$ cat src/rtl/pc_fetch.sv
// Instruction fetch unit: one outstanding imem request, single-entry holding slot toward decode.
// Optional misaligned-redirect trap enabled by defining FETCH_ALIGN_CHK_EN.
module pc_fetch #(
   parameter logic [31:0] RESET_PC = 32'h0000_3000
) (
   input  logic        clk,
   input  logic        rst,
   input  logic        redirect,
   input  logic [31:0] npc_i,
   output logic        imem_req_valid,
   input  logic        imem_req_ready,
   output logic [31:0] imem_addr,
   input  logic        imem_rsp_valid,
   input  logic [31:0] imem_rsp_data,
   output logic        inst_valid,
   input  logic        inst_ready,
   output logic [31:0] inst_o,
   output logic [31:0] inst_pc,
   output logic [31:0] pc_o,
   output logic        fetch_fault
);

`ifdef FETCH_ALIGN_CHK_EN
   typedef enum logic [2:0] {S_REQ, S_WAIT, S_FULL, S_KILL, S_FAULT} state_t;
`else
   typedef enum logic [2:0] {S_REQ, S_WAIT, S_FULL, S_KILL} state_t;
`endif

   state_t      state;
   state_t      state_nxt;
   logic [31:0] pc;
   logic [31:0] pc_nxt;
   logic [31:0] inst_q;
   logic [31:0] inst_pc_q;
   logic        capture;
   logic        req_hs;

   assign req_hs = (state == S_REQ) && imem_req_ready;

   always_comb begin
      state_nxt = state;
      pc_nxt    = pc;
      capture   = 1'b0;
      case (state)
         S_REQ: begin
            // A request accepted in a redirect cycle still owes us a response to discard.
            if (req_hs)
               state_nxt = redirect ? S_KILL : S_WAIT;
         end
         S_WAIT: begin
            if (imem_rsp_valid) begin
               if (redirect) begin
                  state_nxt = S_REQ;
               end else begin
                  capture   = 1'b1;
                  state_nxt = S_FULL;
               end
            end else if (redirect) begin
               state_nxt = S_KILL;
            end
         end
         S_FULL: begin
            if (redirect) begin
               state_nxt = S_REQ;
            end else if (inst_ready) begin
               pc_nxt    = pc + 32'd4;
               state_nxt = S_REQ;
            end
         end
         S_KILL: begin
            // The squashed response retires the outstanding request even if another redirect lands now.
            if (imem_rsp_valid)
               state_nxt = S_REQ;
         end
`ifdef FETCH_ALIGN_CHK_EN
         S_FAULT: state_nxt = S_FAULT;
`endif
         default: state_nxt = S_REQ;
      endcase

      if (redirect) begin
`ifdef FETCH_ALIGN_CHK_EN
         if (npc_i[1:0] != 2'b00) begin
            pc_nxt    = npc_i;
            state_nxt = S_FAULT;
         end else begin
            pc_nxt = npc_i;
            if (state == S_FAULT)
               state_nxt = S_REQ;
         end
`else
         pc_nxt = npc_i & 32'hFFFF_FFFC;
`endif
      end
   end

   always_ff @(posedge clk) begin
      if (rst) begin
         state     <= S_REQ;
         pc        <= RESET_PC;
         inst_q    <= 32'd0;
         inst_pc_q <= 32'd0;
      end else begin
         state <= state_nxt;
         pc    <= pc_nxt;
         if (capture) begin
            inst_q    <= imem_rsp_data;
            inst_pc_q <= pc;
         end
      end
   end

   assign imem_req_valid = (state == S_REQ);
   assign imem_addr      = pc;
   assign pc_o           = pc;
   assign inst_valid     = (state == S_FULL);
   assign inst_o         = inst_q;
   assign inst_pc        = inst_pc_q;
`ifdef FETCH_ALIGN_CHK_EN
   assign fetch_fault    = (state == S_FAULT);
`else
   assign fetch_fault    = 1'b0;
`endif

endmodule

$ cat config.mk
export PLATFORM = sky130hd
export DESIGN_NAME = pc_fetch
export DESIGN_NICKNAME = d
export VERILOG_FILES = /design/src/rtl/pc_fetch.sv
export SDC_FILE = /design/constraint.sdc
export NUM_CORES = 1
export LEC_CHECK = 0
export BUFFER_PORTS_ARGS = -buffer_cell sky130_fd_sc_hd__buf_2
export CORE_AREA = 10 10 108 110
export CTS_CLUSTER_DIAMETER = 50
export DETAILED_ROUTE_END_ITERATION = 8
export DIE_AREA = 0 0 118 120
export PLACE_DENSITY = 0.84
export SYNTH_ARGS = -nofsm -noshare
export SYNTH_HDL_FRONTEND = slang
export SYNTH_SLANG_ARGS = --single-unit
$ cat constraint.sdc
create_clock -name clk -period 2.8 [get_ports clk]
set_input_delay 0 -clock clk [delete_from_list [all_inputs] [get_ports clk]]
set_output_delay 0 -clock clk [all_outputs]
set_load 0.1 [all_outputs]
==> metrics.csv <==
stage,metric,value,unit
clock_tree,tritoncts,yes,
setup_path,reg2reg_depth,4,
route,wl_met1,6.13,mm
route,wl_per_cell,16.9,um
sta,tns,0,ns
sta,rsz0062_at_grt,no,
grt,grtUsageTotal,20.4,%
synth,ys_warn_count,0,
clock_tree,insertion_delay,0.37,ns
pwr,sw_frac_of_total,40.3,%
floorplanning,ioPinCount,201,
flow_run,cap_violations,0,
synth,synth_edf_count,0,
clock_tree,clock-sinks,94,
clock_tree,htree_levels,3,
setup_path,start_kind,register,
route,finalWirelength,15.1,mm
route,wl_met3,997,um
clock_tree,clkTransAtPathRegs,0.09,ns
grt,grt_first_pass_wirelength,24.2,mm
floorplanning,fp.dieW,118,um
finish,area_delta_synth_final,38.4,%
setup_path,endpoint_kind,register,
finish,layout-drive-gt1-share,29.8,%
synth,synth_area_leaders,"dfxtp_1 43%, nand2_1 12%, a21oi_1 7.4%",
floorplanning,die_height,120,um
synth,post-synth-top-area-cell,dfxtp_1,
synth,synth.top_cells.by_count,"139 x nand2_1, 94 x dfxtp_1, 64 x a21oi_1, 37 x buf_4, 29 x clkbuf_1",
finish,nets,827,
placed_design,placed_area,5150,um2
synth,synth_top_area_share,43.4,%
pwr,p_sw,1.38,mW
setup_path,required,3.08,ns
placed_design,gp_congestion,0.911,
clock_tree,cts_made_buffers,9,
synth,yosysSeqAreaShare,43.4,%
route,first_iter_violations,462,
floorplanning,rows,36,
synth,async_flop_share,0,%
sta,drv_slew,0,
placed_design,portBuffers,191,
sta,post-route-period-util,82.1,%
grt,grt_max_degree,42,
finish,final_util,62.9,%
floorplanning,dieArea,14200,um2
pwr,clkPwrFrac,26.9,%
placed_design,place_ws,0.544,ns
clock_tree,root_buffer,clkbuf_8,
sta,tightest_slew,0.516,ns
min_path,hold_class,input pin to register,
route,via_per_inst,5.22,
finish,fin_area,6000,um2
pwr,p_comb_share,29.9,%
grt,grt_overflow,0,
pwr,power.internal,2.04,mW
route,via_count,4683,
status,status,completed,
synth,synth_cell_types,48,
sta,clock_skew,0.0176,ns
min_path,hold_depth,2,
pwr,p_per_area,569,nW/um2
synth,syn_inst,547,
floorplanning,start_util,45.4,%
grt,grt_pass1_vias,4693,
synth,ys.flop_type,dfxtp_1,
synth,syn_area_per_cell,7.93,um2
synth,synth_area,4340,um2
route,top_layer_used,met4,
route,ant_nets,0,
setup_path,worstSetupPathType,register to register,
setup_path,cp_max_fo,12,
sta,finalCriticalPeriod,2.30,ns
pwr,cellLeakagePower,2.58,nW
pwr,vdd_drop_max,0.000267,V
placed_design,hpwlAfterDp,10.6,mm
sta,maxSlewHeadroom,65.5,%
setup_path,cp.arrival,2.58,ns
route,wl_met2,7.75,mm
finish,fillCellCount,849,
clock_tree,cts_buffer_depth,2,
synth,synth_seq_cells,94,
route,firstDrtPassIters,5,
sta,hold_violations,0,
route,drc_errors,0,
grt,antenna_found_initial,3,
sta,fmax,435,MHz
pwr,pwr-share-seq,43.2,%
synth,synth.most_common_cell,nand2_1,
floorplanning,coreArea,9550,um2
sta,finalSetupViolCount,0,
sta,worst_slack,0.500,ns
## power groups by stage
stage / sequential [mW] / clock (mW) / combinational, mW
global placement: 1.50 / 0 / 0.937
global route: 1.48 / 0.997 / 1.06
CTS: 1.47 / 0.940 / 1.02
finish: 1.47 / 0.919 / 1.02
detailed placement: 1.50 / 0 / 0.945
floorplan: 1.81 / 0 / 0.503
## metal layers
metal | up-vias | track usage [%]
li1 | 2286 | -
met5 | - | 0
met4 | 0 | 8.19
met3 | 19 | 4.55
met1 | 2174 | 23.6
met2 | 204 | 35.8
## per-stage QoR
step / hold slack, ns / power, mW / cells
floorplan: 0.136 / 2.31 / 553
global placement: 0.226 / 2.43 / 814
detailed placement: 0.229 / 2.45 / 814
CTS: 0.0600 / 3.43 / 894
global route: 0.0992 / 3.54 / 897
finish: 0.0870 / 3.41 / 897
## worst paths after layout
path / startpoint / end / slack, ns
max: state[1]$_SDFFE_PP0P_ / imem_addr[24]$_SDFFE_PP0P_ / 0.50
min: rst / inst_o[31]$_SDFFE_PP0P_ / 0.09
min reg2reg: inst_pc[8]$_SDFFE_PP0P_ / inst_pc[8]$_SDFFE_PP0P_ / 0.45
max reg2reg: state[1]$_SDFFE_PP0P_ / imem_addr[24]$_SDFFE_PP0P_ / 0.50
## layout by cell type (no fill, tap or decap), types with 3 or more instances in the layout
master / n
or4_1: 8
clkbuf_8: 10
a311oi_1: 9
a21oi_1: 64
o31ai_1: 6
nand4_1: 12
dfxtp_1: 92
xor2_1: 3
nor4_1: 11
o21ai_0: 7
nand2_1: 139
a211oi_1: 12
buf_4: 11
xnor2_1: 9
and3_1: 4
or3_1: 5
nor2_1: 25
nor3_1: 8
conb_1: 7
nand3_1: 9
nand4b_1: 4
inv_1: 6
dlygate4sd3_1: 64
buf_2: 191
diode_2: 3
and4_1: 6
or2_2: 3
## what timing repair did
item                                    in CTS  in global routing
endpoints found under the setup margin       0                  0
gates resized for setup                      0                  0
hold endpoints to repair                    63                  0
buffers inserted                             0                  0
hold buffers                                64                  0
## logic make-up after synthesis
| kind of cell | count (synthesis) | synth area share, % |
|---|---|---|
| adder cells (fa/ha/maj) | 1 | 0.288 |
| AO/OA/AOI/OAI | 114 | 16.4 |
| other | 1 | 0.0864 |
| XOR/XNOR | 12 | 2.42 |
| AND/OR/NAND/NOR | 244 | 27.0 |
| buffers and inverters | 81 | 10.5 |
| flip-flops | 94 | 43.4 |
## critical path, stage by stage, from the launching register on
cell and delay [ns]:
dfxtp_1 0.65, nand4b_1 0.29, or3_1 0.52, or4_1 0.50
a311oi_1 0.25
## flip-flops by register name, indices dropped and copies added (netlist names)
register	flops
state	2
imem_addr	30
inst_pc	30
inst_o	32
## cell type report
cell class / instances / area (um2) / area share (%)
Clock inverter: 5 / 58.8 / 0.980
Inverter: 7 / 26.3 / 0.438
Sequential cell: 94 / 1880 / 31.4
Tap cell: 133 / 166 / 2.77
Antenna cell: 3 / 7.51 / 0.125
Clock buffer: 11 / 141 / 2.36
Timing Repair Buffer: 266 / 1680 / 28.0
Multi-Input combinational cell: 378 / 2040 / 34.0
Power figures use the tool's default switching activity.
